## config.mk

```make
export PLATFORM = sky130hd
export DESIGN_NAME = seg_scan_ctrl_flat
export DESIGN_NICKNAME = d
export VERILOG_FILES = /design/src/rtl/seg_scan_pkg.sv /design/src/rtl/seg_scan_ctrl_if.sv /design/src/rtl/seg_digit_buf.sv /design/src/rtl/seg_scan_ctrl.sv /design/src/flat_wrapper.sv
export SDC_FILE = /design/constraint.sdc
export NUM_CORES = 1
export LEC_CHECK = 0
export BUFFER_PORTS_ARGS = -buffer_cell sky130_fd_sc_hd__buf_4
export CAP_MARGIN = 10
export CORE_MARGIN = 2
export CORE_UTILIZATION = 35
export DETAILED_ROUTE_END_ITERATION = 10
export PLACE_DENSITY = 0.53
export SYNTH_ARGS = -nofsm -noshare
export SYNTH_HDL_FRONTEND = slang
export SYNTH_SLANG_ARGS = --single-unit
```

## constraint.sdc

```tcl
create_clock -name clk -period 2.4 [get_ports clk]
set_input_delay 0.24 -clock clk [delete_from_list [all_inputs] [get_ports clk]]
set_output_delay 0.24 -clock clk [all_outputs]
set_load 0.005 [all_outputs]
```

## src/rtl/seg_scan_pkg.sv

```systemverilog
// Shared constants and helpers for the multiplexed seven-segment scan controller.
// No state; pure definitions.
// No flow control.
package seg_scan_pkg;

    localparam int DIGIT_W      = 4;
    localparam int MAX_DIGITS   = 8;
    localparam int SCAN_DIV_DEF = 50000;
    localparam int GUARD_DEF    = 16;

    function automatic logic [MAX_DIGITS-1:0] onehot(input logic [2:0] idx);
        logic [MAX_DIGITS-1:0] v;
        v      = '0;
        v[idx] = 1'b1;
        return v;
    endfunction

endpackage

```

## src/rtl/seg_scan_ctrl_if.sv

```systemverilog
// Keypad-side inputs and display-side outputs of the scan controller.
// Wires only; no latency.
// No backpressure: key_valid is a single-cycle strobe that is always accepted.
interface seg_scan_ctrl_if
    import seg_scan_pkg::*;
#(
    parameter int NUM_DIGITS = 4
);
    localparam int CNT_W = $clog2(NUM_DIGITS + 1);

    logic                          key_valid;
    logic [DIGIT_W-1:0]            key_code;
    logic                          clr;
    logic                          blank_lz;
    logic [DIGIT_W-1:0]            dec_code;
    logic [NUM_DIGITS-1:0]         dig_sel;
    logic [CNT_W-1:0]              entry_cnt;
    logic [DIGIT_W*NUM_DIGITS-1:0] digits;

    modport master (
        output key_valid, key_code, clr, blank_lz,
        input  dec_code, dig_sel, entry_cnt, digits
    );

    modport slave (
        input  key_valid, key_code, clr, blank_lz,
        output dec_code, dig_sel, entry_cnt, digits
    );

endinterface

```

## src/rtl/seg_digit_buf.sv

```systemverilog
// Keypad entry buffer: each key shifts into digit 0, oldest digit falls off the top.
// Latency: digits/entry_cnt update on the edge that samples the strobe.
// No backpressure; clr wins over a simultaneous key, which is dropped.
module seg_digit_buf
    import seg_scan_pkg::*;
#(
    parameter int NUM_DIGITS = 4,
    parameter int CNT_W      = $clog2(NUM_DIGITS + 1)
) (
    input  logic                          clk,
    input  logic                          rst_n,
    input  logic                          key_valid,
    input  logic [DIGIT_W-1:0]            key_code,
    input  logic                          clr,
    output logic [DIGIT_W*NUM_DIGITS-1:0] digits,
    output logic [CNT_W-1:0]              entry_cnt
);

    always_ff @(posedge clk or negedge rst_n) begin
        if (!rst_n) begin
            digits    <= '0;
            entry_cnt <= '0;
        end else if (clr) begin
            digits    <= '0;
            entry_cnt <= '0;
        end else if (key_valid) begin
            digits <= {digits[DIGIT_W*(NUM_DIGITS-1)-1:0], key_code};
            if (entry_cnt != CNT_W'(NUM_DIGITS))
                entry_cnt <= entry_cnt + 1'b1;
        end
    end

endmodule

```

## src/rtl/seg_scan_ctrl.sv

```systemverilog
// Scans the entry buffer across NUM_DIGITS digits through one shared hex decoder.
// Latency: dig_sel/dec_code registered, one cycle behind the scan position.
// No backpressure; the scan free-runs and keys are always accepted.
module seg_scan_ctrl
    import seg_scan_pkg::*;
#(
    parameter int NUM_DIGITS = 4,
    parameter int SCAN_DIV   = SCAN_DIV_DEF,
    parameter int GUARD      = GUARD_DEF
) (
    input  logic               clk,
    input  logic               rst_n,
    seg_scan_ctrl_if.slave     bus
);

    localparam int CNT_W = $clog2(NUM_DIGITS + 1);
    localparam int IDX_W = $clog2(NUM_DIGITS);
    localparam int SC_W  = $clog2(SCAN_DIV);

    logic [DIGIT_W*NUM_DIGITS-1:0] digits;
    logic [CNT_W-1:0]              entry_cnt;
    logic [SC_W-1:0]               scan_cnt;
    logic [IDX_W-1:0]              idx;
    logic [MAX_DIGITS-1:0]         sel_full;
    logic                          vis;
    logic [NUM_DIGITS-1:0]         dig_sel_nxt;
    logic [DIGIT_W-1:0]            dec_code_nxt;
    logic [NUM_DIGITS-1:0]         dig_sel_q;
    logic [DIGIT_W-1:0]            dec_code_q;

    seg_digit_buf #(
        .NUM_DIGITS (NUM_DIGITS),
        .CNT_W      (CNT_W)
    ) u_buf (
        .clk       (clk),
        .rst_n     (rst_n),
        .key_valid (bus.key_valid),
        .key_code  (bus.key_code),
        .clr       (bus.clr),
        .digits    (digits),
        .entry_cnt (entry_cnt)
    );

    always_ff @(posedge clk or negedge rst_n) begin
        if (!rst_n) begin
            scan_cnt <= '0;
            idx      <= '0;
        end else if (scan_cnt == SC_W'(SCAN_DIV - 1)) begin
            scan_cnt <= '0;
            idx      <= (idx == IDX_W'(NUM_DIGITS - 1)) ? '0 : idx + 1'b1;
        end else begin
            scan_cnt <= scan_cnt + 1'b1;
        end
    end

    // Blanking looks at the live entry_cnt so clr/blank_lz take effect mid-slot.
    always_comb begin
        sel_full     = onehot(3'(idx));
        vis          = !bus.blank_lz || (idx == '0) || (CNT_W'(idx) < entry_cnt);
        dig_sel_nxt  = '0;
        if (scan_cnt >= SC_W'(GUARD) && vis)
            dig_sel_nxt = sel_full[NUM_DIGITS-1:0];
        dec_code_nxt = digits[DIGIT_W*int'(idx) +: DIGIT_W];
    end

    always_ff @(posedge clk or negedge rst_n) begin
        if (!rst_n) begin
            dig_sel_q  <= '0;
            dec_code_q <= '0;
        end else begin
            dig_sel_q  <= dig_sel_nxt;
            dec_code_q <= dec_code_nxt;
        end
    end

    assign bus.dig_sel   = dig_sel_q;
    assign bus.dec_code  = dec_code_q;
    assign bus.digits    = digits;
    assign bus.entry_cnt = entry_cnt;

endmodule

```

## src/flat_wrapper.sv

```systemverilog
// flat-port wrapper written by rule: the top's interface ports become plain ports
module seg_scan_ctrl_flat import seg_scan_pkg::*;
#(
    parameter int NUM_DIGITS = 4,
    parameter int SCAN_DIV   = SCAN_DIV_DEF,
    parameter int GUARD      = GUARD_DEF
)
  (clk, rst_n, bus_key_valid, bus_key_code, bus_clr, bus_blank_lz, bus_dec_code, bus_dig_sel, bus_entry_cnt, bus_digits);
  seg_scan_ctrl_if #(.NUM_DIGITS(NUM_DIGITS)) bus_i ();
  input  logic clk;
  input  logic rst_n;
  input wire logic [$bits(bus_i.key_valid)-1:0] bus_key_valid;
  input wire logic [$bits(bus_i.key_code)-1:0] bus_key_code;
  input wire logic [$bits(bus_i.clr)-1:0] bus_clr;
  input wire logic [$bits(bus_i.blank_lz)-1:0] bus_blank_lz;
  output wire logic [$bits(bus_i.dec_code)-1:0] bus_dec_code;
  output wire logic [$bits(bus_i.dig_sel)-1:0] bus_dig_sel;
  output wire logic [$bits(bus_i.entry_cnt)-1:0] bus_entry_cnt;
  output wire logic [$bits(bus_i.digits)-1:0] bus_digits;
  assign bus_i.key_valid = bus_key_valid;
  assign bus_i.key_code = bus_key_code;
  assign bus_i.clr = bus_clr;
  assign bus_i.blank_lz = bus_blank_lz;
  assign bus_dec_code = bus_i.dec_code;
  assign bus_dig_sel = bus_i.dig_sel;
  assign bus_entry_cnt = bus_i.entry_cnt;
  assign bus_digits = bus_i.digits;
  seg_scan_ctrl #(.NUM_DIGITS(NUM_DIGITS), .SCAN_DIV(SCAN_DIV), .GUARD(GUARD)) u_core (.clk(clk), .rst_n(rst_n), .bus(bus_i));
endmodule
```

# After elaboration in Yosys (flattened, before gate mapping)
# Index checks and enable logic that the tools add are counted.
# word_totals
reg_bits	45
in_bits	9
output_inout_bits	27
word_cells	36
# op_classes
addsub	3
order_cmp	4
eq_ne	3
shift	1
muxes	10
n_reduce_logical	9
# ops
op	n
$mux W16	3
$add A16 B1 Y16 const B	1
$eq A16 B16 Y1 const B	1
$ge A16 B5 Y1 const B	1
$shiftx A16 B5 Y4	1
$mux W3	3
$lt A2 B4 Y1 const B	1
$mux W4	1
$reduce_bool A2 Y1	2
$add A3 B1 Y3 const B	1
$lt A2 B3 Y1	1
$ne A3 B3 Y1 const B	1
$add A2 B1 Y2 const B	1
$demux W1 S2	1
$eq A2 B2 Y1 const B	1
$ge A2 B1 Y1 const B	1
$logic_and A1 B1 Y1	2
$logic_not A2 Y1	1
$logic_or A1 B1 Y1	2
$mux W2	1
$reduce_and A2 Y1	1
$logic_not A1 Y1	1
$mux W1	1

# Depth between registers and ports, before layout
# Gate-level depths: netlist (run 1).
# logic_depth
word_depth	5
depth_mapped	7
depth_no_buf	6

# Hierarchy
# From an unflattened synthesis (run 1), not the netlist that was laid out.
# hier_totals
cells_unflattened	186
hier_area_um2	2134.5
# modules_own_cells
mod	n_inst	cells_each	area_each_um2
seg_scan_ctrl	1	117	1287.5
seg_digit_buf	1	69	847.1

# Least setup slack after synthesis (run 1)
# No wires, ideal clock.
# synth_path
path_kind	register to register
startpoint	register u_core.scan_cnt[0]
endpoint	register u_core.idx[1]
arrival_ns	1.600
required_time_ns	2.273
setup_slack_ns	0.673
path_stages_with_launch	6
path_cell_list	dfrtp_1 -> ha_1 -> nand3_1 -> nor4_4 -> buf_6 -> mux2_1
# synth_between
elab_chain_len	1
# synth_rtl
element	line_no	rtl
from (decl)	seg_scan_ctrl.sv:22	logic [SC_W-1:0] scan_cnt;
from (signal assigned)	seg_scan_ctrl.sv:52	scan_cnt <= scan_cnt + 1'b1;
$eq A16 B16 Y1	seg_scan_ctrl.sv:48	end else if (scan_cnt == SC_W'(SCAN_DIV - 1)) begin
to (signal assigned)	seg_scan_ctrl.sv:50	idx <= (idx == IDX_W'(NUM_DIGITS - 1)) ? '0 : idx + 1'b1;
to (decl)	seg_scan_ctrl.sv:23	logic [IDX_W-1:0] idx;
# Every way passes these cells.
# A chain may end at the register's enable or synchronous reset.

# Final worst setup path (run 1)
# layout_path
startpoint	register u_core.scan_cnt[0]
endpoint	register u_core.idx[0]
# Same word-level chain as after synthesis.

==> results.toml, run 1 <==
[synthesis]
synth_seq_cells = 45
syn-cell-area_mm2 = 0.00207
yosysWarnings = 0
synth-seq-area-share_pct = 54.3
syn_inst = 183
ys_types = 26
syn_area_per_cell_um2 = 11.3
syn_nets = 201

[cts]
h-tree-depth = 2
cts_buffers = 5
postCtsSetupRepairBufs = 0
holdBufCountCts = 1
cts_max_path_buffers = 2
path_clk_slew_ns = 0.09
cts_root_buffer = "clkbuf_8"
clock_sinks = 45
cts_resized = 0
insertion_delay_ns = 0.30
cts_tree = "yes"

[timing]
fin_skew_ns = 0.00892
setup_viol = 0
period_share_pct = 75.5
max_slew_margin_pct = 62.6
final_max_slew_viol_count = 0
finalSetupTns_ns = 0
final_hold_viol_count = 0
tightest_slew_ns = 0.561
finalCriticalPeriod_ns = 1.81
clock.fmax_mhz = 552
grt_setup_unrepaired = "no"

[finish]
stdcell_count = 297
drive_above_1_share_pct = 22.5
final_cell_mix = "dfrtp_1, nor2_1, buf_4"
syn2layout_area_growth_pct = 20.9
final_nets = 239
post-route-util_pct = 43.1
final_common_cell = "dfrtp_1"
diodes = 0

[power]
irDropWorstVdd_v = 0.000205
total_power_uw = 1360
pwr-share-clk_pct = 35.1
pwr-share-seq_pct = 57.6
switchingPower_uw = 334
p_comb_share_pct = 7.3
netSwitchingFraction_pct = 24.5
powerDensity_mw_per_mm2 = 544
p_leak_uw = 0.00125
internal-power_uw = 1030

[die]
num_io_pins = 36
die_x_um = 81.0
num_rows = 28
initial_core_util_pct = 35.6
core_area_mm2 = 0.00582
die_area_mm2 = 0.00656
die_h_um = 81.0

[drt]
vias = 1398
drc_errors = 0
detail-route-antenna-nets = 0
viasPerCell = 4.71
firstDrtPassIters = 4
drtIter0Drc = 56
drt-wirelength-per-cell_um = 13.1
drt_wl_total_mm = 3.90

[critical_path]
path_class = "reg -> reg"
crit_path_start_kind = "flip-flop"
r2r_setup_slack_ns = 0.59
cp_data_arrival_time_ns = 2.01
end_kind = "flip-flop"
required_ns = 2.59
cp_max_fo = 7

[global_route]
grt_use_met2_pct = 20.9
grt_antenna_before_repair = 0
grt_overflow = 0
grt.total_usage_pct = 13.2
grt_pass1_vias = 1379
busiest_layer = "met2"
grt_max_degree = 46
grtUsageMet3_pct = 4.00
grt_pass1_wl_mm = 6.55
grtUsageMet1_pct = 17.2

[place]
portBuffers = 35
dp.cells = 288
hpwl_mm = 2.64
gp_congestion = 0.721

[worst_hold_path]
hold_class = "in -> reg"

[status]
status = "completed"

[flow_run]
maxCapViolCount = 0
-- power groups by stage --
| stage | logic [µW] | registers [µW] | clock network [µW] |
|---|---|---|---|
| after floorplan | 44.2 | 800 | 0 |
| after global placement | 100 | 801 | 0 |
| after detailed placement | 101 | 801 | 0 |
| after CTS | 102 | 786 | 494 |
| after global routing | 112 | 788 | 530 |
| final | 99.1 | 785 | 478 |
-- routing by layer --
layer / share of wire, % / vias up / wire, µm
met5: 0 / - / 0
met4: 1.8 / 0 / 70
met3: 3.6 / 8 / 139
met2: 48 / 23 / 1880
met1: 46 / 682 / 1810
li1: - / 685 / -
-- registers in the layout, summed over array words and instances, names as in the netlist --
register / flops
u_core.scan_cnt: 16
u_core.u_buf.digits: 16
u_core.bus.dec_code: 4
u_core.bus.dig_sel: 4
u_core.u_buf.entry_cnt: 3
u_core.idx: 2
-- path summary, 6_finish.rpt --
kind	startpoint	end	cells after the start
worst max-delay path	u_core.scan_cnt[0]	u_core.idx[0]	4
worst min-delay path	bus_key_code[2]	u_core.u_buf.digits[2]	3
worst max register to register	u_core.scan_cnt[0]	u_core.idx[0]	4
worst min register to register	u_core.scan_cnt[2]	u_core.scan_cnt[2]	1
max in group asynchronous	rst_n	u_core.bus.dig_sel[2]	2
min in group asynchronous	rst_n	u_core.u_buf.digits[15]	2
-- cells in the mapped netlist --
cell	instances	area, µm²
mux4_2	4	90.1
nor2b_1	1	6.26
clkbuf_1	2	7.51
nand2b_1	1	6.26
dfrtp_1	45	1130
mux2_2	1	11.3
and4b_1	1	10.0
a21oi_1	3	15.0
xnor2_1	10	87.6
nor4_4	1	21.3
ha_1	9	113
o22ai_1	1	6.26
buf_2	2	10.0
nand2_1	6	22.5
xor2_1	5	43.8
nor3_1	7	35.0
mux2_1	1	11.3
buf_1	1	3.75
inv_1	13	48.8
buf_6	1	11.3
nor2_1	37	139
a21boi_0	1	7.51
nand3_1	6	30.0
nand4_1	4	25.0
mux2i_1	16	160
nor4_1	4	25.0
-- area by class of cell --
class | count | area (µm²)
Fill cell | 598 | 3310
Sequential cell | 45 | 1130
Multi-Input combinational cell | 119 | 866
Timing Repair Buffer | 37 | 280
Tap cell | 75 | 93.8
Clock buffer | 5 | 68.8
Inverter | 13 | 48.8
Clock inverter | 3 | 22.5
-- critical path, stage by stage (launching register included) --
cell and delay, ns:
dfrtp_1 0.42, ha_1 0.21, nand3_1 0.28, nor4_4 0.40, mux2_2 0.38
-- through the flow --
| step | setup WS (ns) | hold WS, ns | area (µm²) |
|---|---|---|---|
| 4_1_cts | 0.558 | 0.167 | 2510 |
| 2_1_floorplan | 0.673 | -0.0556 | 2070 |
| 3_3_place_gp | 0.673 | 0.285 | 2400 |
| 6_report | 0.588 | 0.171 | 2510 |
| 3_5_place_dp | 0.595 | 0.281 | 2400 |
| 5_1_grt | 0.448 | 0.169 | 2510 |
-- logic make-up (layout without fill, tap and decap cells) --
| group | after synthesis | in the layout | synth area share, % |
|---|---|---|---|
| buffers and inverters | 19 | 58 | 3.92 |
| XOR/XNOR | 15 | 15 | 6.34 |
| adder cells (fa/ha/maj) | 9 | 9 | 5.43 |
| multiplexers | 22 | 22 | 13.2 |
| AO/OA/AOI/OAI | 5 | 5 | 1.39 |
| flip-flops | 45 | 45 | 54.3 |
| AND/OR/NAND/NOR | 68 | 68 | 15.4 |
Note: power is estimated with default switching activity, not from simulation.
==> inputs of run 2 (changes only) <==
Clock period 2.4 ns to 1.8 ns, I/O delays scaled along.
==> results.toml, run 2 (synthesized netlist as in run 1, its figures left out) <==
[finish]
seqCellArea_mm2 = 0.00113
final_nets = 244
syn2layout_area_growth_pct = 22.3
final_cell_mix = "dfrtp_1, buf_4, nor2_1"
final_common_cell = "dfrtp_1"
diodes = 0
top_regs = "u_core.scan_cnt x16, u_core.u_buf.digits x16"
drive_above_1_share_pct = 23.8
n_fill_cell = 590
multiInputGateArea_um2 = 866
design_area_mm2 = 0.00253

[global_route]
grt_antenna_before_repair = 0
grt_max_degree = 46
grt.total_usage_pct = 13.5
grt_pass1_wl_mm = 6.58
grt_pass1_vias = 1330
grt_overflow = 0

[die]
die_h_um = 81.0
initial_core_util_pct = 35.6
core_area_mm2 = 0.00582
die_area_mm2 = 0.00656
num_io_pins = 36
die_x_um = 81.0
num_rows = 28

[worst_hold_path]
hold_end = "u_core.u_buf.digits[1]"
hold_start = "bus_key_code[1]"
hold_path_depth = 3
hold_class = "in -> reg"

[cts]
cts_max_path_buffers = 2
postCtsSetupRepairBufs = 0
cts_buffers = 5
clock_sinks = 45
insertion_delay_ns = 0.30
h-tree-depth = 2
path_clk_slew_ns = 0.08
cts_tree = "yes"
cts_root_buffer = "clkbuf_8"

[drt]
drt-wirelength-per-cell_um = 12.9
firstDrtPassIters = 3
drtIter0Drc = 51
drt_wl_total_mm = 3.91
detail-route-antenna-nets = 0
drc_errors = 0
vias = 1395
viasPerCell = 4.62

[critical_path]
reg2reg_to = "u_core.scan_cnt[14]"
crit_slowest_cell = "dfrtp_1"
crit_chain = "ha_1 > nand3_1 > buf_4 > nor4_1 > xnor2_1 > nor2_1"
r2r_setup_slack_ns = 0.15
critPathTopFamily = "simple AND/OR/NAND/NOR gates"
required_ns = 1.98
cp_max_fo = 6
ff2ff_path_depth = 6
cp_data_arrival_time_ns = 1.83
critPathBufInv = 1
crit_path_start_kind = "flip-flop"
path_class = "reg -> reg"
end_kind = "flip-flop"
cpPeakStageDelay_ns = 0.41
worstReg2RegStart = "u_core.scan_cnt[0]"

[power]
p_leak_uw = 0.00128
irDropWorstVdd_v = 0.000239
powerDensity_mw_per_mm2 = 701

[place]
hpwl_mm = 2.72
post-place-ws_ns = 0.0520
portBuffers = 35
place_area_mm2 = 0.00244
gp_congestion = 0.819

[timing]
finalCriticalPeriod_ns = 1.65
grt_setup_unrepaired = "no"
fin_skew_ns = 0.0103
tightest_slew_ns = 0.567
setup_ws_ns = 0.150
period_share_pct = 91.7
finalSetupTns_ns = 0
clock.fmax_mhz = 606
final_max_slew_viol_count = 0
setup_viol = 0
max_slew_margin_pct = 62.2
final_hold_viol_count = 0

[status]
status = "completed"

[flow_run]
maxCapViolCount = 0
[run 2: stage by stage]
step	hold slack (ns)	power, µW	util (%)	std cells
after floorplan	-0.116	1130	-	183
after global placement	0.224	1200	42.0	293
after detailed placement	0.218	1200	42.0	293
after CTS	0.127	1810	43.6	302
after global routing	0.135	1860	43.6	302
final	0.132	1780	43.6	302
[run 2: how the worst max path moves through the flow]
| stage | startpoint | to | cells after the start |
|---|---|---|---|
| finish | u_core.scan_cnt[0] | u_core.scan_cnt[14] | 6 |
| global route | u_core.scan_cnt[0] | u_core.scan_cnt[14] | 6 |
| CTS | u_core.scan_cnt[10] | u_core.idx[0] | 4 |
| detailed placement | u_core.scan_cnt[10] | u_core.idx[0] | 4 |
| global placement | u_core.scan_cnt[10] | u_core.idx[0] | 4 |
| floorplan | u_core.scan_cnt[0] | u_core.idx[1] | 5 |
[run 2: metal layers]
metal | GRT usage, % | vias up | wire, µm | share of wire, %
met2 | 19.8 | 24 | 1760 | 45
met4 | 4.58 | 0 | 55 | 1.4
li1 | - | 693 | - | -
met3 | 3.78 | 6 | 145 | 3.7
met1 | 19.2 | 672 | 1950 | 50
met5 | 0 | - | 0 | 0
[run 2: report_power, final]
| group | switching, µW | internal [µW] | leakage [µW] |
|---|---|---|---|
| Sequential | 18.2 | 1030 | 0.000601 |
| Combinational | 65.2 | 67.5 | 0.000630 |
| Clock | 327 | 269 | 0.0000450 |
[run 2: what timing repair did]
item                                    in CTS  in global routing
hold buffers                                 1                  0
gates resized for setup                      0                  0
endpoints found under the hold margin       45                  0
endpoints found under the setup margin       0                  2
[run 2: cell type report]
class / count / share of cell area (%)
clock inverters: 2 / 0.395
clock buffers: 6 / 2.86
well taps: 75 / 3.70
multi-input cells: 119 / 34.2
inverters: 13 / 1.92
repair buffers: 42 / 12.5
flip-flops and latches: 45 / 44.4
[run 2: worst reg2reg max path, stage by stage (launching register included)]
cell and delay (ns):
dfrtp_1 0.41, ha_1 0.20, nand3_1 0.15, buf_4 0.20, nor4_1 0.36, xnor2_1 0.16
nor2_1 0.05
==> inputs of run 3 (changes only) <==
Settings changed: BUFFER_PORTS_ARGS -buffer_cell sky130_fd_sc_hd__buf_4 to -buffer_cell sky130_fd_sc_hd__clkbuf_2.
==> results.toml, run 3 (synthesized netlist as in run 1, its figures left out) <==
[drt]
drt_wl_total_mm = 3.80
vias = 1384
wl_met2_mm = 1.70
firstDrtPassIters = 4
wirelength_met1_mm = 1.90
top_layer_used = "met4"
drtIter0Drc = 71
viasPerCell = 4.57
drt-wirelength-per-cell_um = 12.5
dr_wl_met3_um = 128
detail-route-antenna-nets = 0
drc_errors = 0

[critical_path]
worstReg2RegStart = "u_core.scan_cnt[0]"
reg2reg_to = "u_core.idx[0]"
crit_path_start = "u_core.scan_cnt[0]"
crit_path_start_kind = "flip-flop"
path_class = "reg -> reg"
required_ns = 1.98
cp_data_arrival_time_ns = 1.79
end_kind = "flip-flop"
ff2ff_path_depth = 4
r2r_setup_slack_ns = 0.19
cp_max_fo = 5

[global_route]
grt_max_degree = 46
grt.total_usage_pct = 12.7
grt_antenna_before_repair = 0
grt_overflow = 0
grt_pass1_vias = 1371
grt_pass1_wl_mm = 6.39

[timing]
grt_setup_unrepaired = "no"
fin_skew_ns = 0.00622
finalCriticalPeriod_ns = 1.61
final_max_slew_viol_count = 0
clock.fmax_mhz = 622
finalSetupTns_ns = 0
tightest_slew_ns = 0.555
period_share_pct = 89.4
setup_viol = 0
final_hold_viol_count = 0
setup_ws_ns = 0.192
holdWs_ns = 0.122
max_slew_margin_pct = 63.0

[cts]
insertion_delay_ns = 0.30
cts_max_path_buffers = 2
h-tree-depth = 2
cts_buffers = 5
cts_root_buffer = "clkbuf_8"
clock_sinks = 45
cts_tree = "yes"
path_clk_slew_ns = 0.08

[power]
switchingPower_uw = 416
irDropWorstVdd_v = 0.000258
pwr-share-seq_pct = 56.7
total_power_uw = 1850
internal-power_uw = 1430
p_comb_share_pct = 6.4
netSwitchingFraction_pct = 22.5
p_leak_uw = 0.00126
pwr-share-clk_pct = 36.9
powerDensity_mw_per_mm2 = 744

[place]
gp_congestion = 0.810
post-place-ws_ns = 0.0935
hpwl_mm = 2.63
portBuffers = 35

[finish]
diodes = 0
final_common_cell = "dfrtp_1"
post-route-util_pct = 42.6
drive_above_1_share_pct = 25.0
syn2layout_area_growth_pct = 19.6
final_cell_mix = "dfrtp_1, nor2_1, clkbuf_2"
final_nets = 245
top_regs = "u_core.scan_cnt x16, u_core.u_buf.digits x16"

[flow_run]
maxCapViolCount = 0

[die]
die_area_mm2 = 0.00656
core_area_mm2 = 0.00582
num_io_pins = 36
die_x_um = 81.0
num_rows = 28
initial_core_util_pct = 35.6
die_h_um = 81.0

[worst_hold_path]
hold_class = "in -> reg"
hold_path_depth = 3
hold_end = "u_core.u_buf.digits[2]"
hold_start = "bus_key_code[2]"

[status]
status = "completed"
[run 3: worst max-delay path by stage]
stage / to / slack (ns) / cells past startpoint
2_1_floorplan: u_core.idx[1] / 0.07 / 5
3_3_place_gp: u_core.idx[0] / 0.10 / 4
3_5_place_dp: u_core.idx[0] / 0.09 / 4
4_1_cts: u_core.idx[0] / 0.09 / 4
5_1_grt: u_core.idx[0] / 0.06 / 4
6_report: u_core.idx[0] / 0.19 / 4
[run 3: worst max-delay path: stages, from the launching register on]
cell     delay (ns)
dfrtp_1        0.41
ha_1           0.21
nand3_1        0.16
nor4_4         0.35
mux2_2         0.37
[run 3: per-layer routing]
layer | up-vias | track usage (%)
met5 | - | 0
met4 | 0 | 5.42
met3 | 6 | 3.00
met2 | 25 | 19.6
met1 | 660 | 17.2
li1 | 693 | -
[run 3: what timing repair did]
| action | CTS | global route |
|---|---|---|
| setup endpoints to repair | 0 | 3 |
| hold endpoints to repair | 45 | 0 |
| buffers inserted | 0 | 0 |
| resized for setup | 0 | 1 |
| hold buffers | 1 | 0 |
[run 3: area by class of cell]
cell class | instances | area (µm²)
clock buffers | 7 | 96.3
clock inverters | 1 | 5.00
fillers | 591 | 3340
inverters | 13 | 48.8
multi-input cells | 119 | 872
flip-flops and latches | 45 | 1130
well taps | 75 | 93.8
repair buffers | 43 | 238
[run 3: metrics by stage]
stage / std cells / area [µm²]
detailed placement: 294 / 2360
finish: 303 / 2480
floorplan: 183 / 2070
CTS: 303 / 2470
global route: 303 / 2480
global placement: 294 / 2360
[run 3: power by group through the flow]
stage          clock network, µW  registers [µW]  logic (µW)
6_report                     680            1050         119
5_1_grt                      747            1050         135
4_1_cts                      706            1050         123
3_5_place_dp                   0            1070         121
3_3_place_gp                   0            1070         121
2_1_floorplan                  0            1070        58.9
